--- src/rtl/pipeline_stage_reg.sv ---
// -----------------------------------------------------------------------------
// pipeline_stage_reg
//
// This is a generic pipeline stage register with a valid/ready handshake on
// both sides. It has an optional skid entry and a synchronous flush. The
// payload is an opaque DATA_W-bit bus. Each pipeline stage packs its own fields
// into that bus.
//
// Parameters
//   DATA_W  payload width in bits. The default is 70 (4 + 32 + 32 + 1 + 1).
//   SKID    1: two entries (main + skid); in_ready comes straight from a flop.
//           0: one entry; in_ready = !out_valid || out_ready (combinational).
//
// Ports
//   clk        rising-edge clock
//   rst        asynchronous reset, active low
//   flush      synchronous flush; drops held entries and the entry offered
//              in the same cycle
//   in_valid   upstream presents in_data
//   in_ready   stage can accept; transfer when in_valid && in_ready
//   in_data    upstream payload
//   out_valid  out_data holds a valid entry
//   out_ready  downstream accepts; transfer when out_valid && out_ready
//   out_data   payload of the oldest entry (main register)
//
// Optional feature (macro PIPELINE_STAGE_REG_STATS_EN)
//   stat_stall  cycles with out_valid && !out_ready, saturating at 32 bits
//   stat_xfer   number of output transfers, saturating at 32 bits
//   Both counters clear on rst and ignore flush.
// -----------------------------------------------------------------------------
module pipeline_stage_reg #(
    parameter int DATA_W = 70,
    parameter int SKID   = 1
) (
    input  logic              clk,
    input  logic              rst,
    input  logic              flush,
    input  logic              in_valid,
    output logic              in_ready,
    input  logic [DATA_W-1:0] in_data,
    output logic              out_valid,
    input  logic              out_ready,
    output logic [DATA_W-1:0] out_data
`ifdef PIPELINE_STAGE_REG_STATS_EN
    ,
    output logic [31:0]       stat_stall,
    output logic [31:0]       stat_xfer
`endif
);

    logic in_fire;
    logic out_fire;

    // Upstream sees a fire even while flush is high. The stage just does not
    // store that entry, so upstream must treat it as squashed.
    assign in_fire  = in_valid && in_ready;
    assign out_fire = out_valid && out_ready;

    generate
        if (SKID != 0) begin : g_skid
            // Encoding: bit0 = main valid, bit1 = skid valid. With this
            // encoding, in_ready and out_valid are plain register bits.
            typedef enum logic [1:0] {
                ST_EMPTY = 2'b00,
                ST_ONE   = 2'b01,
                ST_TWO   = 2'b11
            } state_t;

            state_t            state_q, state_d;
            logic [DATA_W-1:0] m_d_q, m_d_d;
            logic [DATA_W-1:0] s_d_q, s_d_d;
            logic              m_load, s_load;

            assign in_ready  = !state_q[1];
            assign out_valid = state_q[0];
            assign out_data  = m_d_q;

            // State register
            always_ff @(posedge clk or negedge rst) begin
                if (!rst) begin
                    state_q <= ST_EMPTY;
                end else begin
                    state_q <= state_d;
                end
            end

            // Data registers. They load only when a new value is needed, so
            // the valid bits are the only qualifier and the data does not
            // toggle needlessly.
            always_ff @(posedge clk or negedge rst) begin
                if (!rst) begin
                    m_d_q <= '0;
                    s_d_q <= '0;
                end else begin
                    if (m_load) begin
                        m_d_q <= m_d_d;
                    end
                    if (s_load) begin
                        s_d_q <= s_d_d;
                    end
                end
            end

            // Next-state logic
            always_comb begin
                state_d = state_q;
                if (flush) begin
                    state_d = ST_EMPTY;
                end else begin
                    case (state_q)
                        ST_EMPTY: begin
                            if (in_fire) begin
                                state_d = ST_ONE;
                            end
                        end
                        ST_ONE: begin
                            if (out_fire && !in_fire) begin
                                state_d = ST_EMPTY;
                            end else if (in_fire && !out_fire) begin
                                state_d = ST_TWO;
                            end
                        end
                        ST_TWO: begin
                            if (out_fire) begin
                                state_d = ST_ONE;
                            end
                        end
                        default: state_d = ST_EMPTY;
                    endcase
                end
            end

            // Datapath enables. The skid entry moves into main only when
            // the main entry leaves, which keeps acceptance order.
            always_comb begin
                m_load = 1'b0;
                s_load = 1'b0;
                m_d_d  = in_data;
                s_d_d  = in_data;
                if (!flush) begin
                    case (state_q)
                        ST_EMPTY: begin
                            m_load = in_fire;
                        end
                        ST_ONE: begin
                            m_load = in_fire && out_fire;
                            s_load = in_fire && !out_fire;
                        end
                        ST_TWO: begin
                            m_load = out_fire;
                            m_d_d  = s_d_q;
                        end
                        default: begin
                            m_load = 1'b0;
                        end
                    endcase
                end
            end
        end else begin : g_single
            logic              m_v_q, m_v_d;
            logic [DATA_W-1:0] m_d_q;
            logic              m_load;

            // A full stage can still accept a new entry in the same cycle
            // that the held entry leaves.
            assign in_ready  = !m_v_q || out_ready;
            assign out_valid = m_v_q;
            assign out_data  = m_d_q;
            assign m_load    = in_fire && !flush;

            always_comb begin
                m_v_d = m_v_q;
                if (flush) begin
                    m_v_d = 1'b0;
                end else if (in_fire) begin
                    m_v_d = 1'b1;
                end else if (out_fire) begin
                    m_v_d = 1'b0;
                end
            end

            always_ff @(posedge clk or negedge rst) begin
                if (!rst) begin
                    m_v_q <= 1'b0;
                    m_d_q <= '0;
                end else begin
                    m_v_q <= m_v_d;
                    if (m_load) begin
                        m_d_q <= in_data;
                    end
                end
            end
        end
    endgenerate

`ifdef PIPELINE_STAGE_REG_STATS_EN
    logic [31:0] stall_cnt_q, stall_cnt_d;
    logic [31:0] xfer_cnt_q, xfer_cnt_d;

    // The counters saturate instead of wrapping, so a long run never reads
    // back as a small count.
    always_comb begin
        stall_cnt_d = stall_cnt_q;
        xfer_cnt_d  = xfer_cnt_q;
        if (out_valid && !out_ready && (stall_cnt_q != 32'hFFFF_FFFF)) begin
            stall_cnt_d = stall_cnt_q + 32'd1;
        end
        if (out_fire && (xfer_cnt_q != 32'hFFFF_FFFF)) begin
            xfer_cnt_d = xfer_cnt_q + 32'd1;
        end
    end

    always_ff @(posedge clk or negedge rst) begin
        if (!rst) begin
            stall_cnt_q <= '0;
            xfer_cnt_q  <= '0;
        end else begin
            stall_cnt_q <= stall_cnt_d;
            xfer_cnt_q  <= xfer_cnt_d;
        end
    end

    assign stat_stall = stall_cnt_q;
    assign stat_xfer  = xfer_cnt_q;
`endif

endmodule

--- config.mk ---
export PLATFORM = sky130hd
export DESIGN_NAME = pipeline_stage_reg
export DESIGN_NICKNAME = d
export VERILOG_FILES = /design/src/rtl/pipeline_stage_reg.sv
export SDC_FILE = /design/constraint.sdc
export NUM_CORES = 1
export LEC_CHECK = 0
export BUFFER_PORTS_ARGS = -buffer_cell sky130_fd_sc_hd__clkbuf_2
export CORE_MARGIN = 2
export CORE_UTILIZATION = 30
export DETAILED_ROUTE_END_ITERATION = 10
export SLEW_MARGIN = 20
export SYNTH_ARGS = -nofsm -noshare
export SYNTH_HDL_FRONTEND = slang
export SYNTH_SLANG_ARGS = --single-unit
--- constraint.sdc ---
create_clock -name clk -period 2.9 [get_ports clk]
set_input_delay 0.29 -clock clk [delete_from_list [all_inputs] [get_ports clk]]
set_output_delay 0.29 -clock clk [all_outputs]
set_load 0.03 [all_outputs]
==> impl_metrics.tcl <==
set metrics [dict create \
    cp_num_buf_inv 2 \
    synth.net_count 479 \
    synth.yosys.seq_area_share_pct 54.4 \
    worstHoldPathType "primary input to register" \
    mostFrequentLayoutCell "clkbuf_2" \
    dr_total_vias 3857 \
    die_h_um 152 \
    number_of_top_level_pins 147 \
    setup_viol 0 \
    portBuffers 146 \
    tightest_slew_ns 0.702 \
    ctsHtreeMaxLevel 4 \
    maxSlewViolCount 0 \
    hold_violations 0 \
    post-synth-top-area-cell "dfrtp_1" \
    netlist_top_cells_area "dfrtp_1, mux2_2, mux2_4" \
    wire_length_of_the_first_global_routing_pass_mm 21.7 \
    detailroute.wirelength.met3_um 680 \
    status "completed" \
    setup.worst_path.end_class "register" \
    insertion_delay_to_the_later_sink_of_the_worst_skew_pair_ns 0.41 \
    top_metal_layer_carrying_routed_signals "met4" \
    cp.depth 6 \
    synth.top_cell.area_share_pct 54.4 \
    layout-area-overhead-vs-synth_pct 26.7 \
    wl_met1_mm 5.96 \
    setup.reg_to_reg.worst_slack_ns 0.52 \
    timing.final.crit_period_ns 2.38 \
    nNetsFinal 639 \
    critPathLaunch "g_skid.state_q[0]" \
    pre_cts_slack_ns 0.547 \
    cpPeakStageDelay_ns 0.56 \
    routabilityCongestion 0.757 \
    cp_data_required_time_ns 3.19 \
    cts_root_buffer "clkbuf_16" \
    cts.hold.buffers_added 1 \
    drt-pass1-iter-count 4 \
    cts_resized 0 \
    totalNegativeSetupSlack_ns 0 \
    cp_cell_sequence "inv_1, ha_1, a32o_1, o21ai_4, buf_12, mux2_4" \
    num_rows 54 \
    pin_count_of_the_biggest_net_entering_global_routing 71 \
    final_critical_path_setup_slack_ns 0.517 \
    slew_headroom_pct 53.0 \
    timing.rr.end "out_data[55]" \
    grtUsageTotal_pct 12.1 \
    max_clock_freq_mhz 420 \
    worst_path_max_delay_cell "o21ai_4" \
    yosys_register_bits 142 \
    post_synth_instance_area_um2 6540 \
    dpl.hpwl_mm 9.17 \
    yosys_warnings 0 \
    final.period_utilization_pct 82.2 \
    cts_post_setup_buffers_inserted 0 \
    route.detailed.drc 0 \
    tritoncts "yes" \
    crit_type "register to register" \
    detail_route.iter0.violations 79 \
    drive_gt1_share_pct 71.0 \
    synthCells 400 \
    drtAntennaViolNets 0 \
    fp.coreArea_um2 21600 \
    synthesis.area_per_instance_um2 16.3 \
    drv.max_cap_violation_count 0 \
    drt-wirelength-per-cell_um 15.8 \
    worst_clock_skew_ns 0.00606 \
    grt_pass1_vias 4276 \
    diodes 0 \
    crit_path_max_fanout 20 \
    antenna_found_initial 0 \
    rr_startpoint "g_skid.state_q[0]" \
    detailed_route_wl_mm 13.5 \
    layout_common_cells "clkbuf_2, dfrtp_1, mux2_2, mux2_4, clkbuf_16" \
    dieArea_um2 23000 \
    initial_utilization_pct 30.2 \
    met2RoutedLength_mm 6.60 \
    final_cell_count_no_fill 853 \
    post_synth_num_cell_types 23 \
    total_leakage_power_nw 4.01 \
    arrival_ns 2.67 \
    cts_bufs_inserted 17 \
    clk_pin_slew_worst_paths_ns 0.06 \
    sort_of_element_at_the_start_of_the_critical_path "register" \
    cp-endpoint "out_data[55]" \
    cpLargestDelayFamily "compound AO/OA/AOI/OAI gates" \
    floorplan.die.width_um 152 \
    setup_repair_after_global_routing_missed_its_margin "no" \
    cts.sinks 142 \
    global_route.overflow_total 0 \
    clock_tree.buffer_depth 2 \
    power_density_nw_per_um2 1150 \
    reg2regPathDepth 6 \
    worst_ir_drop_vdd_uv 469 \
    place.detailed.instances 820 \
    drt-vias-per-instance 4.52 \
]
state kept, by name, indices dropped and copies added, names as in the netlist:
signal,cells
g_skid.state_q,2
g_skid.s_d_q,70
out_data,70
synth_stat cells:
cell type and n:
xnor2_1 1, a22o_1 1, nand2_1 2, o21ai_4 1
buf_2 14, o22ai_1 1, inv_1 3, nand3b_1 1
nor2b_1 2, mux2_2 140, a22oi_1 1, o21ai_0 1
a32o_1 2, nand3_1 1, nor2_1 1, mux2_4 70
o211a_1 1, nor3_2 1, buf_6 7, dfrtp_1 142
clkbuf_1 1, ha_1 4, nand2b_1 2
cell type report:
class	instances	area [um2]
Sequential cell	142	3550
Timing Repair Buffer	163	905
Tap cell	280	350
Multi-Input combinational cell	233	2830
Inverter	3	11.3
Clock buffer	17	425
Fill cell	2074	13300
Clock inverter	15	208
cells by family after synthesis:
logic type               Yosys count  synth area share (%)
multiplexers                     210                  40.2
flip-flops                       142                  54.4
buffers and inverters             25                  2.51
AND/OR/NAND/NOR                   10                 0.900
AO/OA/AOI/OAI                      8                  1.13
adder cells (fa/ha/maj)            4                 0.766
XOR/XNOR                           1                 0.134
per-layer routing:
layer / vias up / track usage, %
li1: 1765 / -
met1: 1982 / 15.1
met2: 97 / 19.9
met3: 13 / 3.80
met4: 0 / 3.98
met5: - / 0
metrics by stage:
step,hold WS (ns),power (mW),instance area [um2],util (%)
final,0.129,9.55,8280,38.3
after global routing,0.104,10.1,8280,38.3
after CTS,0.103,9.68,8280,38.3
after detailed placement,0.235,7.27,7640,35.3
after global placement,0.228,7.12,7640,35.3
after floorplan,-0.00559,6.21,6540,-
power breakdown:
part           internal (mW)  switching, mW  leakage [nW]
Sequential              2.99          0.552          1.70
Combinational           1.76           1.91          2.00
Clock                   1.46          0.886         0.309
worst min-delay path by stage:
stage               slack (ns)        start                to  cells after the start
floorplan               -0.006          rst   g_skid.s_d_q[0]                      0
global placement          0.23          rst      out_data[65]                      1
detailed placement        0.24          rst      out_data[65]                      1
CTS                       0.10  in_data[68]  g_skid.s_d_q[68]                      2
global route              0.10  in_data[29]  g_skid.s_d_q[29]                      2
finish                    0.13  in_data[68]  g_skid.s_d_q[68]                      2
worst register-to-register path: stages, from the launching register on:
cell,delay (ns)
dfrtp_1,0.50
inv_1,0.12
ha_1,0.23
a32o_1,0.23
o21ai_4,0.56
buf_12,0.29
mux2_4,0.33
No activity file was read; power rests on OpenSTA's default activity.
